--- config.mk ---
export PLATFORM = sky130hd
export DESIGN_NAME = lcd_pattern_timing_flat
export DESIGN_NICKNAME = d
export VERILOG_FILES = /design/src/rtl/lcd_pattern_timing_pkg.sv /design/src/rtl/lcd_pattern_timing_if.sv /design/src/rtl/lcd_sync_counter.sv /design/src/rtl/lcd_pattern_timing.sv /design/src/flat_wrapper.sv
export SDC_FILE = /design/constraint.sdc
export NUM_CORES = 1
export LEC_CHECK = 0
export BUFFER_PORTS_ARGS = -buffer_cell sky130_fd_sc_hd__buf_2
export CAP_MARGIN = 20
export CELL_PAD_IN_SITES_DETAIL_PLACEMENT = 1
export CELL_PAD_IN_SITES_GLOBAL_PLACEMENT = 2
export CORE_ASPECT_RATIO = 0.6
export CORE_MARGIN = 2
export CORE_UTILIZATION = 39
export CTS_CLUSTER_DIAMETER = 40
export DETAILED_ROUTE_END_ITERATION = 10
export PLACE_DENSITY_LB_ADDON = 0.1
export SYNTH_ARGS = -nofsm -noshare
export SYNTH_HDL_FRONTEND = slang
export SYNTH_SLANG_ARGS = --single-unit
--- constraint.sdc ---
create_clock -name clk -period 4.4 [get_ports clk]
set_input_delay 0.44 -clock clk [delete_from_list [all_inputs] [get_ports clk]]
set_output_delay 0.44 -clock clk [all_outputs]
set_load 0.005 [all_outputs]
--- src/rtl/lcd_pattern_timing_pkg.sv ---
// Shared definitions for the LCD pattern/timing generator: the pattern mode
// encodings, the eight-entry colour-bar table and the default 480x272 panel
// timing. Imported by the interface, the sync counter and the top level.
package lcd_pattern_timing_pkg;

    typedef enum logic [2:0] {
        MODE_BLACK      = 3'd0,
        MODE_BARS       = 3'd1,
        MODE_RAMP       = 3'd2,
        MODE_CHECKER    = 3'd3,
        MODE_BORDER     = 3'd4,
        MODE_MOVING_BAR = 3'd5,
        MODE_RSVD6      = 3'd6,
        MODE_RSVD7      = 3'd7
    } mode_e;

    // Default 480x272 panel timing
    localparam int unsigned DEF_H_DISP = 480;
    localparam int unsigned DEF_H_FP   = 2;
    localparam int unsigned DEF_H_SYNC = 41;
    localparam int unsigned DEF_H_BP   = 2;
    localparam int unsigned DEF_V_DISP = 272;
    localparam int unsigned DEF_V_FP   = 2;
    localparam int unsigned DEF_V_SYNC = 10;
    localparam int unsigned DEF_V_BP   = 2;

    localparam int unsigned NUM_BARS = 8;

    // {R,G,B} channel on/off per bar, left to right:
    // white, yellow, cyan, green, magenta, red, blue, black
    localparam logic [2:0] BAR_RGB [NUM_BARS] = '{
        3'b111, 3'b110, 3'b011, 3'b010, 3'b101, 3'b100, 3'b001, 3'b000
    };

endpackage

--- src/rtl/lcd_pattern_timing_if.sv ---
// Parallel RGB LCD video bus.
//   master: generator side (drives everything)
//   slave : panel side (observes everything)
// Signals: lcd_hsync/lcd_vsync (sync), lcd_de (data enable), LCD_R/G/B
// (pixel colour), lcd_x/lcd_y (active coordinate), frame_start (pulse on
// pixel 0,0).
interface lcd_pattern_timing_if #(
    parameter int unsigned R_W = 5,
    parameter int unsigned G_W = 6,
    parameter int unsigned B_W = 5
);
    logic           lcd_hsync;
    logic           lcd_vsync;
    logic           lcd_de;
    logic [R_W-1:0] LCD_R;
    logic [G_W-1:0] LCD_G;
    logic [B_W-1:0] LCD_B;
    logic [10:0]    lcd_x;
    logic [10:0]    lcd_y;
    logic           frame_start;

    modport master (
        output lcd_hsync, lcd_vsync, lcd_de, LCD_R, LCD_G, LCD_B,
               lcd_x, lcd_y, frame_start
    );

    modport slave (
        input lcd_hsync, lcd_vsync, lcd_de, LCD_R, LCD_G, LCD_B,
              lcd_x, lcd_y, frame_start
    );
endinterface

--- src/rtl/lcd_sync_counter.sv ---
// Horizontal/vertical timing counters with registered sync, data-enable,
// coordinate and frame-start outputs.
// Ports:
//   clk, rst_n        pixel clock, synchronous active-low reset
//   enable_i          0 holds the counters at 0 and the outputs idle
//   h_cnt_o, v_cnt_o  current counter state (for colour generation)
//   active_o          current counter state lies in the active area
//   line_last_o       last cycle of a line
//   frame_last_o      last cycle of a frame
//   hsync_o, vsync_o, de_o, x_o, y_o, frame_start_o
//                     registered, one clock after the counter state
module lcd_sync_counter
    import lcd_pattern_timing_pkg::*;
#(
    parameter int unsigned H_DISP = DEF_H_DISP,
    parameter int unsigned H_FP   = DEF_H_FP,
    parameter int unsigned H_SYNC = DEF_H_SYNC,
    parameter int unsigned H_BP   = DEF_H_BP,
    parameter int unsigned V_DISP = DEF_V_DISP,
    parameter int unsigned V_FP   = DEF_V_FP,
    parameter int unsigned V_SYNC = DEF_V_SYNC,
    parameter int unsigned V_BP   = DEF_V_BP,
    parameter bit          HS_POL = 1'b0,
    parameter bit          VS_POL = 1'b0
) (
    input  logic        clk,
    input  logic        rst_n,
    input  logic        enable_i,
    output logic [10:0] h_cnt_o,
    output logic [10:0] v_cnt_o,
    output logic        active_o,
    output logic        line_last_o,
    output logic        frame_last_o,
    output logic        hsync_o,
    output logic        vsync_o,
    output logic        de_o,
    output logic [10:0] x_o,
    output logic [10:0] y_o,
    output logic        frame_start_o
);
    localparam int unsigned H_TOT = H_DISP + H_FP + H_SYNC + H_BP;
    localparam int unsigned V_TOT = V_DISP + V_FP + V_SYNC + V_BP;

    localparam logic [10:0] H_DISP_C = 11'(H_DISP);
    localparam logic [10:0] HS_BEG_C = 11'(H_DISP + H_FP);
    localparam logic [10:0] HS_END_C = 11'(H_DISP + H_FP + H_SYNC);
    localparam logic [10:0] H_LAST_C = 11'(H_TOT - 1);
    localparam logic [10:0] V_DISP_C = 11'(V_DISP);
    localparam logic [10:0] VS_BEG_C = 11'(V_DISP + V_FP);
    localparam logic [10:0] VS_END_C = 11'(V_DISP + V_FP + V_SYNC);
    localparam logic [10:0] V_LAST_C = 11'(V_TOT - 1);

    logic [10:0] h_q, h_d, v_q, v_d;
    logic [10:0] x_q, y_q;
    logic        hsync_q, vsync_q, de_q, fs_q;
    logic        h_wrap, de_c, hs_act, vs_act, first_c;

    always_comb begin
        h_wrap  = (h_q == H_LAST_C);
        h_d     = h_wrap ? '0 : h_q + 11'd1;
        v_d     = v_q;
        if (h_wrap) begin
            v_d = (v_q == V_LAST_C) ? '0 : v_q + 11'd1;
        end
        de_c    = (h_q < H_DISP_C) && (v_q < V_DISP_C);
        hs_act  = (h_q >= HS_BEG_C) && (h_q < HS_END_C);
        vs_act  = (v_q >= VS_BEG_C) && (v_q < VS_END_C);
        first_c = (h_q == '0) && (v_q == '0);
    end

    always_ff @(posedge clk) begin
        if (!rst_n || !enable_i) begin
            h_q     <= '0;
            v_q     <= '0;
            hsync_q <= ~HS_POL;
            vsync_q <= ~VS_POL;
            de_q    <= 1'b0;
            x_q     <= '0;
            y_q     <= '0;
            fs_q    <= 1'b0;
        end else begin
            h_q     <= h_d;
            v_q     <= v_d;
            hsync_q <= hs_act ? HS_POL : ~HS_POL;
            vsync_q <= vs_act ? VS_POL : ~VS_POL;
            de_q    <= de_c;
            x_q     <= de_c ? h_q : '0;
            y_q     <= de_c ? v_q : '0;
            fs_q    <= first_c;
        end
    end

    assign h_cnt_o       = h_q;
    assign v_cnt_o       = v_q;
    assign active_o      = de_c;
    assign line_last_o   = h_wrap;
    assign frame_last_o  = h_wrap && (v_q == V_LAST_C);
    assign hsync_o       = hsync_q;
    assign vsync_o       = vsync_q;
    assign de_o          = de_q;
    assign x_o           = x_q;
    assign y_o           = y_q;
    assign frame_start_o = fs_q;

endmodule

--- src/rtl/lcd_pattern_timing.sv ---
// LCD test-pattern generator: panel timing from lcd_sync_counter plus
// per-pixel colour generation, all outputs registered one clock after the
// counter state so sync, de, coordinates and colour stay aligned.
// Ports:
//   clk     pixel clock (only clock)
//   rst_n   synchronous active-low reset
//   enable  1 runs the timing, 0 holds counters at 0 and outputs idle
//   mode    requested pattern, adopted at the start of the next frame
//   lcd     video bus (master): hsync, vsync, de, R/G/B, x, y, frame_start
module lcd_pattern_timing
    import lcd_pattern_timing_pkg::*;
#(
    parameter int unsigned H_DISP = DEF_H_DISP,
    parameter int unsigned H_FP   = DEF_H_FP,
    parameter int unsigned H_SYNC = DEF_H_SYNC,
    parameter int unsigned H_BP   = DEF_H_BP,
    parameter int unsigned V_DISP = DEF_V_DISP,
    parameter int unsigned V_FP   = DEF_V_FP,
    parameter int unsigned V_SYNC = DEF_V_SYNC,
    parameter int unsigned V_BP   = DEF_V_BP,
    parameter bit          HS_POL = 1'b0,
    parameter bit          VS_POL = 1'b0,
    parameter int unsigned R_W    = 5,
    parameter int unsigned G_W    = 6,
    parameter int unsigned B_W    = 5,
    parameter int unsigned BAR_W  = 16,
    parameter int unsigned CHK_SH = 4
) (
    input  logic                 clk,
    input  logic                 rst_n,
    input  logic                 enable,
    input  logic [2:0]           mode,
    lcd_pattern_timing_if.master lcd
);
    // Elaboration-time constant; the run-time bar index comes from counters.
    localparam int unsigned BAR_PX = H_DISP / NUM_BARS;

    localparam logic [10:0] BAR_PX_LAST_C = 11'(BAR_PX - 1);
    localparam logic [10:0] H_DISP_C      = 11'(H_DISP);
    localparam logic [10:0] H_DISP_LAST_C = 11'(H_DISP - 1);
    localparam logic [10:0] V_DISP_LAST_C = 11'(V_DISP - 1);
    localparam logic [3:0]  NUM_BARS_C    = 4'(NUM_BARS);

    logic [10:0] h_cnt, v_cnt;
    logic        active, line_last, frame_last, frame_first;

    mode_e          mode_q, mode_d, mode_eff;
    logic [10:0]    pos_q, pos_d;
    logic [10:0]    bpx_q, bpx_d;     // pixel within the current bar
    logic [3:0]     bidx_q, bidx_d;   // bar index; NUM_BARS = past the last bar
    logic [R_W-1:0] r_q, r_d;
    logic [G_W-1:0] g_q, g_d;
    logic [B_W-1:0] b_q, b_d;
    logic [2:0]     rgb_on;
    logic           ramp;

    lcd_sync_counter #(
        .H_DISP (H_DISP),
        .H_FP   (H_FP),
        .H_SYNC (H_SYNC),
        .H_BP   (H_BP),
        .V_DISP (V_DISP),
        .V_FP   (V_FP),
        .V_SYNC (V_SYNC),
        .V_BP   (V_BP),
        .HS_POL (HS_POL),
        .VS_POL (VS_POL)
    ) u_sync (
        .clk           (clk),
        .rst_n         (rst_n),
        .enable_i      (enable),
        .h_cnt_o       (h_cnt),
        .v_cnt_o       (v_cnt),
        .active_o      (active),
        .line_last_o   (line_last),
        .frame_last_o  (frame_last),
        .hsync_o       (lcd.lcd_hsync),
        .vsync_o       (lcd.lcd_vsync),
        .de_o          (lcd.lcd_de),
        .x_o           (lcd.lcd_x),
        .y_o           (lcd.lcd_y),
        .frame_start_o (lcd.frame_start)
    );

    always_comb begin
        frame_first = (h_cnt == '0) && (v_cnt == '0);
        // A request seen on the frame's first pixel already colours it, so
        // the register only carries the mode through the rest of the frame.
        mode_eff    = frame_first ? mode_e'(mode) : mode_q;
        mode_d      = mode_eff;

        pos_d = pos_q;
        if (frame_last) begin
            pos_d = (pos_q == H_DISP_LAST_C) ? '0 : pos_q + 11'd1;
        end

        bpx_d  = bpx_q;
        bidx_d = bidx_q;
        if (line_last) begin
            bpx_d  = '0;
            bidx_d = '0;
        end else if ((h_cnt < H_DISP_C) && (bidx_q < NUM_BARS_C)) begin
            if (bpx_q == BAR_PX_LAST_C) begin
                bpx_d  = '0;
                bidx_d = bidx_q + 4'd1;
            end else begin
                bpx_d = bpx_q + 11'd1;
            end
        end

        rgb_on = 3'b000;
        ramp   = 1'b0;
        if (active) begin
            case (mode_eff)
                MODE_BARS: begin
                    if (bidx_q < NUM_BARS_C) rgb_on = BAR_RGB[bidx_q[2:0]];
                end
                MODE_RAMP: ramp = 1'b1;
                MODE_CHECKER: begin
                    if (h_cnt[CHK_SH] ^ v_cnt[CHK_SH]) rgb_on = 3'b111;
                end
                MODE_BORDER: begin
                    if ((h_cnt == '0) || (h_cnt == H_DISP_LAST_C) ||
                        (v_cnt == '0) || (v_cnt == V_DISP_LAST_C)) rgb_on = 3'b111;
                end
                MODE_MOVING_BAR: begin
                    // 12-bit compare so the bar never wraps past the right edge
                    if (({1'b0, h_cnt} >= {1'b0, pos_q}) &&
                        ({1'b0, h_cnt} < ({1'b0, pos_q} + 12'(BAR_W)))) rgb_on = 3'b111;
                end
                default: ;
            endcase
        end

        r_d = ramp ? R_W'(h_cnt) : {R_W{rgb_on[2]}};
        g_d = ramp ? G_W'(h_cnt) : {G_W{rgb_on[1]}};
        b_d = ramp ? B_W'(h_cnt) : {B_W{rgb_on[0]}};
    end

    always_ff @(posedge clk) begin
        if (!rst_n) begin
            mode_q <= MODE_BLACK;
            pos_q  <= '0;
            bpx_q  <= '0;
            bidx_q <= '0;
            r_q    <= '0;
            g_q    <= '0;
            b_q    <= '0;
        end else begin
            mode_q <= mode_d;
            if (enable) begin
                pos_q  <= pos_d;
                bpx_q  <= bpx_d;
                bidx_q <= bidx_d;
                r_q    <= r_d;
                g_q    <= g_d;
                b_q    <= b_d;
            end else begin
                bpx_q  <= '0;
                bidx_q <= '0;
                r_q    <= '0;
                g_q    <= '0;
                b_q    <= '0;
            end
        end
    end

    assign lcd.LCD_R = r_q;
    assign lcd.LCD_G = g_q;
    assign lcd.LCD_B = b_q;

endmodule

--- src/flat_wrapper.sv ---
// flat-port wrapper written by rule: the top's interface ports become plain ports
module lcd_pattern_timing_flat import lcd_pattern_timing_pkg::*;
#(
    parameter int unsigned H_DISP = DEF_H_DISP,
    parameter int unsigned H_FP   = DEF_H_FP,
    parameter int unsigned H_SYNC = DEF_H_SYNC,
    parameter int unsigned H_BP   = DEF_H_BP,
    parameter int unsigned V_DISP = DEF_V_DISP,
    parameter int unsigned V_FP   = DEF_V_FP,
    parameter int unsigned V_SYNC = DEF_V_SYNC,
    parameter int unsigned V_BP   = DEF_V_BP,
    parameter bit          HS_POL = 1'b0,
    parameter bit          VS_POL = 1'b0,
    parameter int unsigned R_W    = 5,
    parameter int unsigned G_W    = 6,
    parameter int unsigned B_W    = 5,
    parameter int unsigned BAR_W  = 16,
    parameter int unsigned CHK_SH = 4
)
  (clk, rst_n, enable, mode, lcd_lcd_hsync, lcd_lcd_vsync, lcd_lcd_de, lcd_LCD_R, lcd_LCD_G, lcd_LCD_B, lcd_lcd_x, lcd_lcd_y, lcd_frame_start);
  lcd_pattern_timing_if #(.R_W(R_W), .G_W(G_W), .B_W(B_W)) lcd_i ();
  input  logic clk;
  input  logic rst_n;
  input  logic enable;
  input  logic [2:0] mode;
  output wire logic [$bits(lcd_i.lcd_hsync)-1:0] lcd_lcd_hsync;
  output wire logic [$bits(lcd_i.lcd_vsync)-1:0] lcd_lcd_vsync;
  output wire logic [$bits(lcd_i.lcd_de)-1:0] lcd_lcd_de;
  output wire logic [$bits(lcd_i.LCD_R)-1:0] lcd_LCD_R;
  output wire logic [$bits(lcd_i.LCD_G)-1:0] lcd_LCD_G;
  output wire logic [$bits(lcd_i.LCD_B)-1:0] lcd_LCD_B;
  output wire logic [$bits(lcd_i.lcd_x)-1:0] lcd_lcd_x;
  output wire logic [$bits(lcd_i.lcd_y)-1:0] lcd_lcd_y;
  output wire logic [$bits(lcd_i.frame_start)-1:0] lcd_frame_start;
  assign lcd_lcd_hsync = lcd_i.lcd_hsync;
  assign lcd_lcd_vsync = lcd_i.lcd_vsync;
  assign lcd_lcd_de = lcd_i.lcd_de;
  assign lcd_LCD_R = lcd_i.LCD_R;
  assign lcd_LCD_G = lcd_i.LCD_G;
  assign lcd_LCD_B = lcd_i.LCD_B;
  assign lcd_lcd_x = lcd_i.lcd_x;
  assign lcd_lcd_y = lcd_i.lcd_y;
  assign lcd_frame_start = lcd_i.frame_start;
  lcd_pattern_timing #(.H_DISP(H_DISP), .H_FP(H_FP), .H_SYNC(H_SYNC), .H_BP(H_BP), .V_DISP(V_DISP), .V_FP(V_FP), .V_SYNC(V_SYNC), .V_BP(V_BP), .HS_POL(HS_POL), .VS_POL(VS_POL), .R_W(R_W), .G_W(G_W), .B_W(B_W), .BAR_W(BAR_W), .CHK_SH(CHK_SH)) u_core (.clk(clk), .rst_n(rst_n), .enable(enable), .mode(mode), .lcd(lcd_i));
endmodule
After elaboration in Yosys (flattened, before gate mapping)
Memory sizes are Yosys's and may differ from the RTL's. Cells that the tools add are included.

Register bits after elaboration: 93. ROM bits: 24. Input port bits: 6. Output and inout bits: 42. Logic and storage cells: 88. Memories kept: 1.

Add/sub/neg operators: 6. $lt $le $gt $ge: 10. Eq/ne operators: 11. Mux-type cells: 19. Bitwise operators: 5. Reductions and logical operators: 21.

Memories: (name not given) (words 8, bits a word 3, rd ports 1, clocked after Yosys merged registers in 0, write ports 0, line lcd_pattern_timing.sv:116) `if (bidx_q < NUM_BARS_C) rgb_on = BAR_RGB[bidx_q[2:0]];`.

Operators with widths (number): $add A11 B1 Y11 const B (4); $eq A11 B9 Y1 const B (4); $lt A11 B9 Y1 const B (3); $mux W11 (3); $mux W3 (8); $ge A11 B9 Y1 const B (2); $logic_not A11 Y1 (2); $add A11 B5 Y12 const B (1); $lt A11 B12 Y1 (1); $pmux W3 S4 (1); $eq A11 B10 Y1 const B (1); $eq A11 B6 Y1 const B (1); $ge A11 B11 Y1 (1); $lt A11 B10 Y1 const B (1); $mux W5 (2); $logic_and A1 B1 Y1 (7); $eq A3 B2 Y1 const B (2); $eq A3 B3 Y1 const B (2); $mux W6 (1); $reduce_and A2 Y1 (3); $add A4 B1 Y4 const B (1); $ge A4 B4 Y1 const B (1); $logic_or A1 B1 Y1 (4); $lt A4 B4 Y1 const B (1); other kinds (8) (15).

Logic depth before layout (Yosys ltp)
Gate-level depths: netlist of run 1.

Depth after elaboration: 8. Depth in mapped cells: 12. Gate-level depth less buffers: 11.

Hierarchy
From an unflattened synthesis of run 1, not the netlist that was laid out.

Cell total of the unflattened synthesis: 502. Area total of the unflattened synthesis: 4454.3 µm².

By module, submodules not included: lcd_pattern_timing (times used 1, cells each 305, area an instance 2608.8 µm², sequential area each 900.9 µm²); lcd_sync_counter (times used 1, cells each 197, area an instance 1845.5 µm², sequential area each 960.9 µm²).

Least setup slack after synthesis of run 1
Ideal clock, no wire load.

Kind: register -> register. Start: register u_core.pos_q[4]. End: register u_core.g_q[3], in the netlist u_core.lcd.LCD_G[3]. Library setup time: 0.059 ns. Arrival: 2.670 ns. Required time: 4.341 ns. Path slack: 1.671 ns. Cell stages (with the launch flop): 13. Buffers on the path: 1. Clock period less this slack: 2.729 ns. Cells stage by stage: dfxtp_1 -> ha_1 -> nand3_1 -> or3_1 -> xnor2_1 -> ha_1 -> a21oi_1 -> o211ai_1 -> o21ai_0 -> a21oi_2 -> a311oi_4 -> buf_6 -> o31a_1.

Cells in the longest elaborated chain, start to end: 7. Elaborated cells on any way between the ends: 8. Those cells by class: add/sub: 1; order compare: 2; mux: 4; reduce/logical: 1.

RTL lines: start: declaration (line lcd_pattern_timing.sv:48) `logic [10:0] pos_q, pos_d;`; start signal: assignment (line lcd_pattern_timing.sv:152) `pos_q <= pos_d;`; $add A11 B5 Y12 (line lcd_pattern_timing.sv:129) `({1'b0, h_cnt} < ({1'b0, pos_q} + 12'(BAR_W)))) rgb_on = 3'b111;`; $lt A11 B12 Y1 (line lcd_pattern_timing.sv:129); $logic_and A1 B1 Y1 * (line lcd_pattern_timing.sv:128) `if (({1'b0, h_cnt} >= {1'b0, pos_q}) &&`; $mux W3 * (line lcd_pattern_timing.sv:128); $pmux W3 S4 * (line lcd_pattern_timing.sv:114) `case (mode_eff)`; $mux W3 * (line lcd_pattern_timing.sv:113) `if (active) begin`; $mux W6 * (line lcd_pattern_timing.sv:136) `g_d = ramp ? G_W'(h_cnt) : {G_W{rgb_on[1]}};`; end signal: assignment (line lcd_pattern_timing.sv:156) `g_q <= g_d;`; end: declaration (line lcd_pattern_timing.sv:52) `logic [G_W-1:0] g_q, g_d;`.

Mark *: on every way between the ends. The rest lies on a longest branch, timed or not. A chain may end at the register's enable or synchronous reset.

Worst setup path in the final report of run 1
Start: register u_core.pos_q[4]. End: register u_core.b_q[0], in the netlist u_core.lcd.LCD_B[0].

Cells in the longest elaborated chain, start to end: 7. Elaborated cells on any way between the ends: 8. Those cells by class: add/sub: 1; order compare: 2; mux: 4; reduce/logical: 1.

RTL lines: $add A11 B5 Y12 (line lcd_pattern_timing.sv:129); $lt A11 B12 Y1 (line lcd_pattern_timing.sv:129); $logic_and A1 B1 Y1 * (line lcd_pattern_timing.sv:128); $mux W3 * (line lcd_pattern_timing.sv:128); $pmux W3 S4 * (line lcd_pattern_timing.sv:114); $mux W3 * (line lcd_pattern_timing.sv:113); $mux W5 * (line lcd_pattern_timing.sv:137) `b_d = ramp ? B_W'(h_cnt) : {B_W{rgb_on[0]}};`; end signal: assignment (line lcd_pattern_timing.sv:148) `b_q <= '0;`; end signal: assignment (line lcd_pattern_timing.sv:157) `b_q <= b_d;`; end signal: assignment (line lcd_pattern_timing.sv:163) `b_q <= '0;`; end: declaration (line lcd_pattern_timing.sv:53) `logic [B_W-1:0] b_q, b_d;`.

Marked as above.

==> results of run 1 <==
[logic make-up after synthesis]
group,synth area share
AOI/OAI and AO/OA,0.119
xor gates and xnor gates,0.0794
adders and majority gates,0.0823
buffers and inverters,0.0389
DFF,0.422
muxes,0.0261
other,0.000850
and+or+nand+nor,0.231
[synthesized netlist by cell type, types with 2 or more instances]
library cell	number
or2_2	2
and3_1	8
a21o_1	3
nor4b_1	2
buf_6	3
ha_1	29
nand3_1	28
o21ai_0	13
nand3b_1	3
clkbuf_1	7
a21oi_1	29
nand2b_1	3
nor4_1	4
o31a_1	16
nor3_1	5
mux2i_1	9
nor2b_1	10
dfxtp_1	93
or3_1	7
and2_1	14
nor2_1	60
o211ai_1	2
buf_2	5
xnor2_1	23
nand4_1	9
inv_1	22
nor4_4	2
xor2_1	17
a41oi_1	2
and4_1	2
nand2_1	23
[placed cells by master, fill, tap and decap left out, types with 2 or more instances in the layout]
cell type  synthesis  routed
dfxtp_1           93      93
nor2_1            60      60
buf_2              5      47
a21oi_1           29      29
ha_1              29      29
nand3_1           28      28
xnor2_1           23      23
nand2_1           23      23
inv_1             22      22
xor2_1            17      17
o31a_1            16      16
and2_1            14      14
o21ai_0           13      13
nor2b_1           10      10
mux2i_1            9       9
nand4_1            9       9
clkbuf_16          0       9
and3_1             8       8
or3_1              7       7
nor3_1             5       5
nor4_1             4       4
conb_1             1       4
a21o_1             3       3
nand2b_1           3       3
nand3b_1           3       3
nor4_4             2       2
nor4b_1            2       2
o211ai_1           2       2
or2_2              2       2
and4_1             2       2
a41oi_1            2       2
inv_6              0       2
[routing by layer]
| layer | track usage | routed length [um] |
|---|---|---|
| met5 | 0 | 0 |
| met4 | 0.0445 | 70 |
| met3 | 0.0403 | 333 |
| met2 | 0.283 | 4690 |
| met1 | 0.285 | 6040 |
[worst paths after layout]
kind,start,end,slack (ns),cells after the start
hold reg to reg,u_core.pos_q[8]$_SDFFE_PN0P_,u_core.pos_q[8]$_SDFFE_PN0P_,0.50,2
hold / removal,mode[2],u_core.mode_q[2]$_SDFF_PN0_,0.41,3
setup reg to reg,u_core.pos_q[4]$_SDFFE_PN0P_,u_core.lcd.LCD_B[0]$_SDFF_PN0_,0.87,11
setup / recovery,u_core.pos_q[4]$_SDFFE_PN0P_,u_core.lcd.LCD_B[0]$_SDFF_PN0_,0.87,11
[registers in the layout, summed over array words and instances, names as in the netlist]
| signal | cells |
|---|---|
| u_core.lcd.LCD_R | 5 |
| u_core.u_sync.h_cnt_o | 11 |
| u_core.pos_q | 11 |
| u_core.u_sync.y_o | 11 |
| u_core.u_sync.hsync_o | 1 |
| u_core.u_sync.frame_start_o | 1 |
| u_core.mode_q | 3 |
| u_core.bidx_q | 4 |
| u_core.u_sync.de_o | 1 |
| u_core.u_sync.x_o | 11 |
| u_core.u_sync.vsync_o | 1 |
| u_core.lcd.LCD_B | 5 |
| u_core.u_sync.v_cnt_o | 11 |
| u_core.bpx_q | 11 |
| u_core.lcd.LCD_G | 6 |
[area by class of cell]
cell class | instances | area share
well taps | 144 | 0.0356
inverters | 22 | 0.0163
multi-input cells | 350 | 0.472
repair buffers | 48 | 0.0479
clock buffers | 10 | 0.0472
flip-flops and latches | 93 | 0.368
clock inverters | 6 | 0.0136
[power by group]
group / internal, mW / switching (mW)
registers: 0.854 / 0.00670
clock network: 0.460 / 0.336
logic: 0.0312 / 0.0581
total: 1.35 / 0.401
[worst max-delay path, cell delays in order (launching register included)]
cell,delay (ns)
dfxtp_1,0.46
ha_1,0.25
nand3_1,0.15
or3_1,0.39
xnor2_1,0.15
ha_1,0.29
a21oi_1,0.22
o211ai_1,0.14
o21ai_0,0.41
a21oi_2,0.13
a311oi_4,0.64
o31a_1,0.24
==> flow_summary.ini, run 1 <==
[worst_setup_path]
cp-end-kind = flip-flop
cp_data_required_time_ns = 4.68
cp_max_fo = 16
critPathArrivalTime_ns = 3.82
crit_path_start_kind = flip-flop
worstSetupPathType = reg2reg

[sta]
tns_ns = 0
finalHoldViolCount = 0
finClkSkew_ns = 0.00919
slew_viol_final = 0
worst_pin_slew_ns = 0.895
hold_slack_ns = 0.405
max_freq_mhz = 283
fin_ws_ns = 0.869
max_slew_margin = 0.398
rsz0062_at_grt = false
layout_worst_path_cycle_share = 0.802
final-setup-viol-count = 0
min_period_ns = 3.53

[placed_design]
dp_hpwl_um = 8270
place_inst = 657
place_ws_ns = 0.972
portBuffers = 47
placed_area_um2 = 4760
gp_congestion = 0.749

[finish]
seq_area_um2 = 1860
syn_to_final_growth_pct = 14.8
multi_input_area_um2 = 2390
fin_util = 0.454
finalNetCount = 559
antennaDiodeCount = 0
fillers = 1316
instances_no_fill = 673
drive_gt1_frac = 0.147
design_area_um2 = 5060

[synth]
synth_seq_cells = 93
synthCells = 478
synth_cell_types = 54
async_reset_ff_frac = 0
netlist_top_cells_area = dfxtp_1 (42%), ha_1 (8.2%), nor2_1 (5.1%), xnor2_1 (4.6%), xor2_1 (3.4%)
synth_ff_type = dfxtp_1
synth_edf_count = 0
ys_seq_area_frac = 0.422
yosys_warnings = 0
netlist_area_um2 = 4410
yosysTopAreaCellShare = 0.422
avgSynthCellArea_um2 = 9.23
synth_area_leader_cell = dfxtp_1

[floorplanning]
die_height_um = 86.4
fp.dieW_um = 141
start_util = 0.396
core_um2 = 11100
io_pins = 48
row_count = 30
die-area_um2 = 12200

[grt]
grt_max_degree = 18
grt_pass1_vias = 3443
antenna_found_initial = 0
grt_remaining_overflow = 0
grt_pass1_wl_um = 18300
grt_usage = 0.191

[drt]
via_count = 3508
wl_per_cell_um = 16.6
route.detailed.drc = 0
ant_nets = 0
firstDrtPassIters = 4
drt_iter0_markers = 123
drt_wl_total_um = 11100
vias_per_cell = 5.21

[clocking]
htreeDepth = 3
cts.sinks = 93
cts_root_buffer = clkbuf_16
cts_buffers = 9
clk_path_buf_depth = 2
insertion_delay_ns = 0.34
cts_tree = done
path_clk_slew_ns = 0.07
cts_resized = 0
hold_buffers = 0
cts_setup_buffers = 0

[power]
leakagePower_nw = 2.05
power_density_nw_per_um2 = 345
total_power_mw = 1.75
ir_drop_mv = 0.175

[job]
max-cap-violations = 0

[status]
status = finished clean

[hold_path]
min_path_type = in2reg
(Power assumes the default switching activity.)
==> run 2: changes to the inputs <==
ABC_AREA = 1   (was unset)
CORE_UTILIZATION = 34   (was 39)
clock period = 3.6 ns   (was 4.4 ns; I/O delays follow)
==> flow_summary.ini, run 2 <==
[drt]
wl_per_cell_um = 15.5
vias_per_cell = 4.82
firstDrtPassIters = 4
ant_nets = 0
route.detailed.drc = 0
via_count = 4157
drt_wl_total_um = 13400
drt_iter0_markers = 155

[synth]
netlist_top_cells_area = dfxtp_1 (40%), nand2_1 (9.1%), ha_1 (7.9%), nor2_1 (7.8%), inv_1 (6.8%)
synthCells = 630
yosysTopAreaCellShare = 0.404
synth_top_cells_by_count = nand2_1 (112), nor2_1 (96), dfxtp_1 (93), inv_1 (83), a21oi_1 (54)
synth_ff_type = dfxtp_1
synth_seq_cells = 93
yosysMostFrequentCell = nand2_1
avgSynthCellArea_um2 = 7.32
synth_edf_count = 0
netlist_area_um2 = 4610
synth_area_leader_cell = dfxtp_1
yosys_warnings = 0
synth_cell_types = 36
ys_seq_area_frac = 0.404
async_reset_ff_frac = 0

[worst_setup_path]
crit_buf_inv = 2
crit_path_max_incr_delay_ns = 0.44
crit_path_start_kind = flip-flop
path_delay_family = simple AND/OR/NAND/NOR gates
cp_common_cell = nand2_1
cp-end-kind = flip-flop
slowest_stage = dfxtp_1
worstSetupPathType = reg2reg
path_cells = inv_1 > nor3_1 > nand2_1 > xor2_1 > ha_1 > a21oi_1 > nand2_1 > nand2_1 > nand2_1 > inv_1 > nand2_1 > nor2_1 > o21ai_1 > nand2_1 > nand2_2 > a21oi_1
critPathArrivalTime_ns = 2.78
cp_data_required_time_ns = 3.87
cp_max_fo = 6

[floorplanning]
fp.dieW_um = 154
core_um2 = 13100
start_util = 0.353
row_count = 32
io_pins = 48
die-area_um2 = 14500
die_height_um = 94.2

[power]
ir_drop_mv = 0.205
leakagePower_nw = 2.41
power_density_nw_per_um2 = 407

[clocking]
hold_buffers = 0
clk_path_buf_depth = 2
htreeDepth = 3
cts.sinks = 93
cts_buffers = 9
insertion_delay_ns = 0.35
cts_resized = 0
cts_root_buffer = clkbuf_16
cts_setup_buffers = 0
cts_tree = done
path_clk_slew_ns = 0.07

[placed_design]
dp_hpwl_um = 10600
gp_congestion = 0.839
placed_area_um2 = 5070
portBuffers = 47

[sta]
tns_ns = 0
slew_viol_final = 0
finalHoldViolCount = 0
final-setup-viol-count = 0
max_freq_mhz = 398
min_period_ns = 2.51
rsz0062_at_grt = false
finClkSkew_ns = 0.0106
layout_worst_path_cycle_share = 0.698

[finish]
final_common_cell = nand2_1
layout_common_cells = nand2_1 (112), nor2_1 (96), dfxtp_1 (93)
design_area_um2 = 5380
antennaDiodeCount = 0
drive_gt1_frac = 0.154
finalNetCount = 723
syn_to_final_growth_pct = 16.7

[hold_path]
min_path_type = in2reg

[grt]
grt_remaining_overflow = 0
grt_usage = 0.197
grt_max_degree = 24
antenna_found_initial = 0
grt_pass1_vias = 4304
grt_pass1_wl_um = 22400

[status]
status = finished clean

[job]
max-cap-violations = 0
## run 2: cell count changes after synthesis, moves of 10 or more
cell and change:
nand2_1 +89, and2_1 -14, o31a_1 -16, nor2_1 +36, inv_1 +61, nand3_1 +12, a21oi_1 +25, nor2b_1 -10
xnor2_1 -20, nor3_1 +12
## run 2: layout make-up
cell class,count,area [um2]
clock buffer,10,239
clock inverter,6,78.8
fill,1667,7670
inverter,93,349
multi-input combinational,442,2390
sequential,93,1860
tap,170,213
timing repair buffer,49,250
## run 2: logic make-up after synthesis
group	count (synthesis)	synth area share
compound gates	78	0.0895
xor+xnor	14	0.0266
fa+ha+maj	29	0.0787
buf+inv	98	0.0803
flops	93	0.404
other cells	1	0.000813
simple gates	317	0.321
## run 2: worst paths after layout
check | from | to | slack [ns] | cells after the start
worst max register to register | u_core.pos_q[6]$_SDFFE_PN0P_ | u_core.lcd.LCD_G[3]$_SDFF_PN0_ | 1.09 | 16
worst min-delay path | mode[1] | u_core.mode_q[1]$_SDFF_PN0_ | 0.37 | 3
worst max-delay path | u_core.pos_q[6]$_SDFFE_PN0P_ | u_core.lcd.LCD_G[3]$_SDFF_PN0_ | 1.09 | 16
worst min register to register | u_core.u_sync.h_cnt_o[0]$_SDFF_PP0_ | u_core.u_sync.h_cnt_o[0]$_SDFF_PP0_ | 0.50 | 1
## run 2: layer usage
layer | vias to the layer above | wire [um] | GRT usage | part of all wire
li1 | 2123 | - | - | -
met1 | 1971 | 7480 | 0.293 | 0.56
met2 | 53 | 5360 | 0.296 | 0.40
met3 | 10 | 466 | 0.0397 | 0.035
met4 | 0 | 76 | 0.0347 | 0.0057
met5 | - | 0 | 0 | 0
## run 2: worst reg2reg max path, cell delays in order (launching register included)
cell	delay [ns]
dfxtp_1	0.44
inv_1	0.11
nor3_1	0.25
nand2_1	0.10
xor2_1	0.15
ha_1	0.31
a21oi_1	0.16
nand2_1	0.07
nand2_1	0.06
nand2_1	0.05
inv_1	0.04
nand2_1	0.09
nor2_1	0.13
o21ai_1	0.11
nand2_1	0.10
nand2_2	0.09
a21oi_1	0.17
## run 2: power by group
group	total (mW)	switching (mW)	leakage [nW]	internal, mW
sequential	1.06	0.00891	0.754	1.05
combinational	0.121	0.0809	1.51	0.0404
clock	1.01	0.446	0.148	0.569
total	2.19	0.536	2.41	1.66
## run 2: stage by stage
step	worst slack [ns]	instances	total power, mW	hold slack [ns]	utilization
after floorplan	1.51	633	1.16	0.441	-
after global placement	1.21	847	1.20	0.471	0.388
after detailed placement	1.10	847	1.20	0.481	0.388
after CTS	1.07	863	2.23	0.365	0.412
after global routing	0.768	863	2.28	0.397	0.412
final	1.09	863	2.19	0.373	0.412
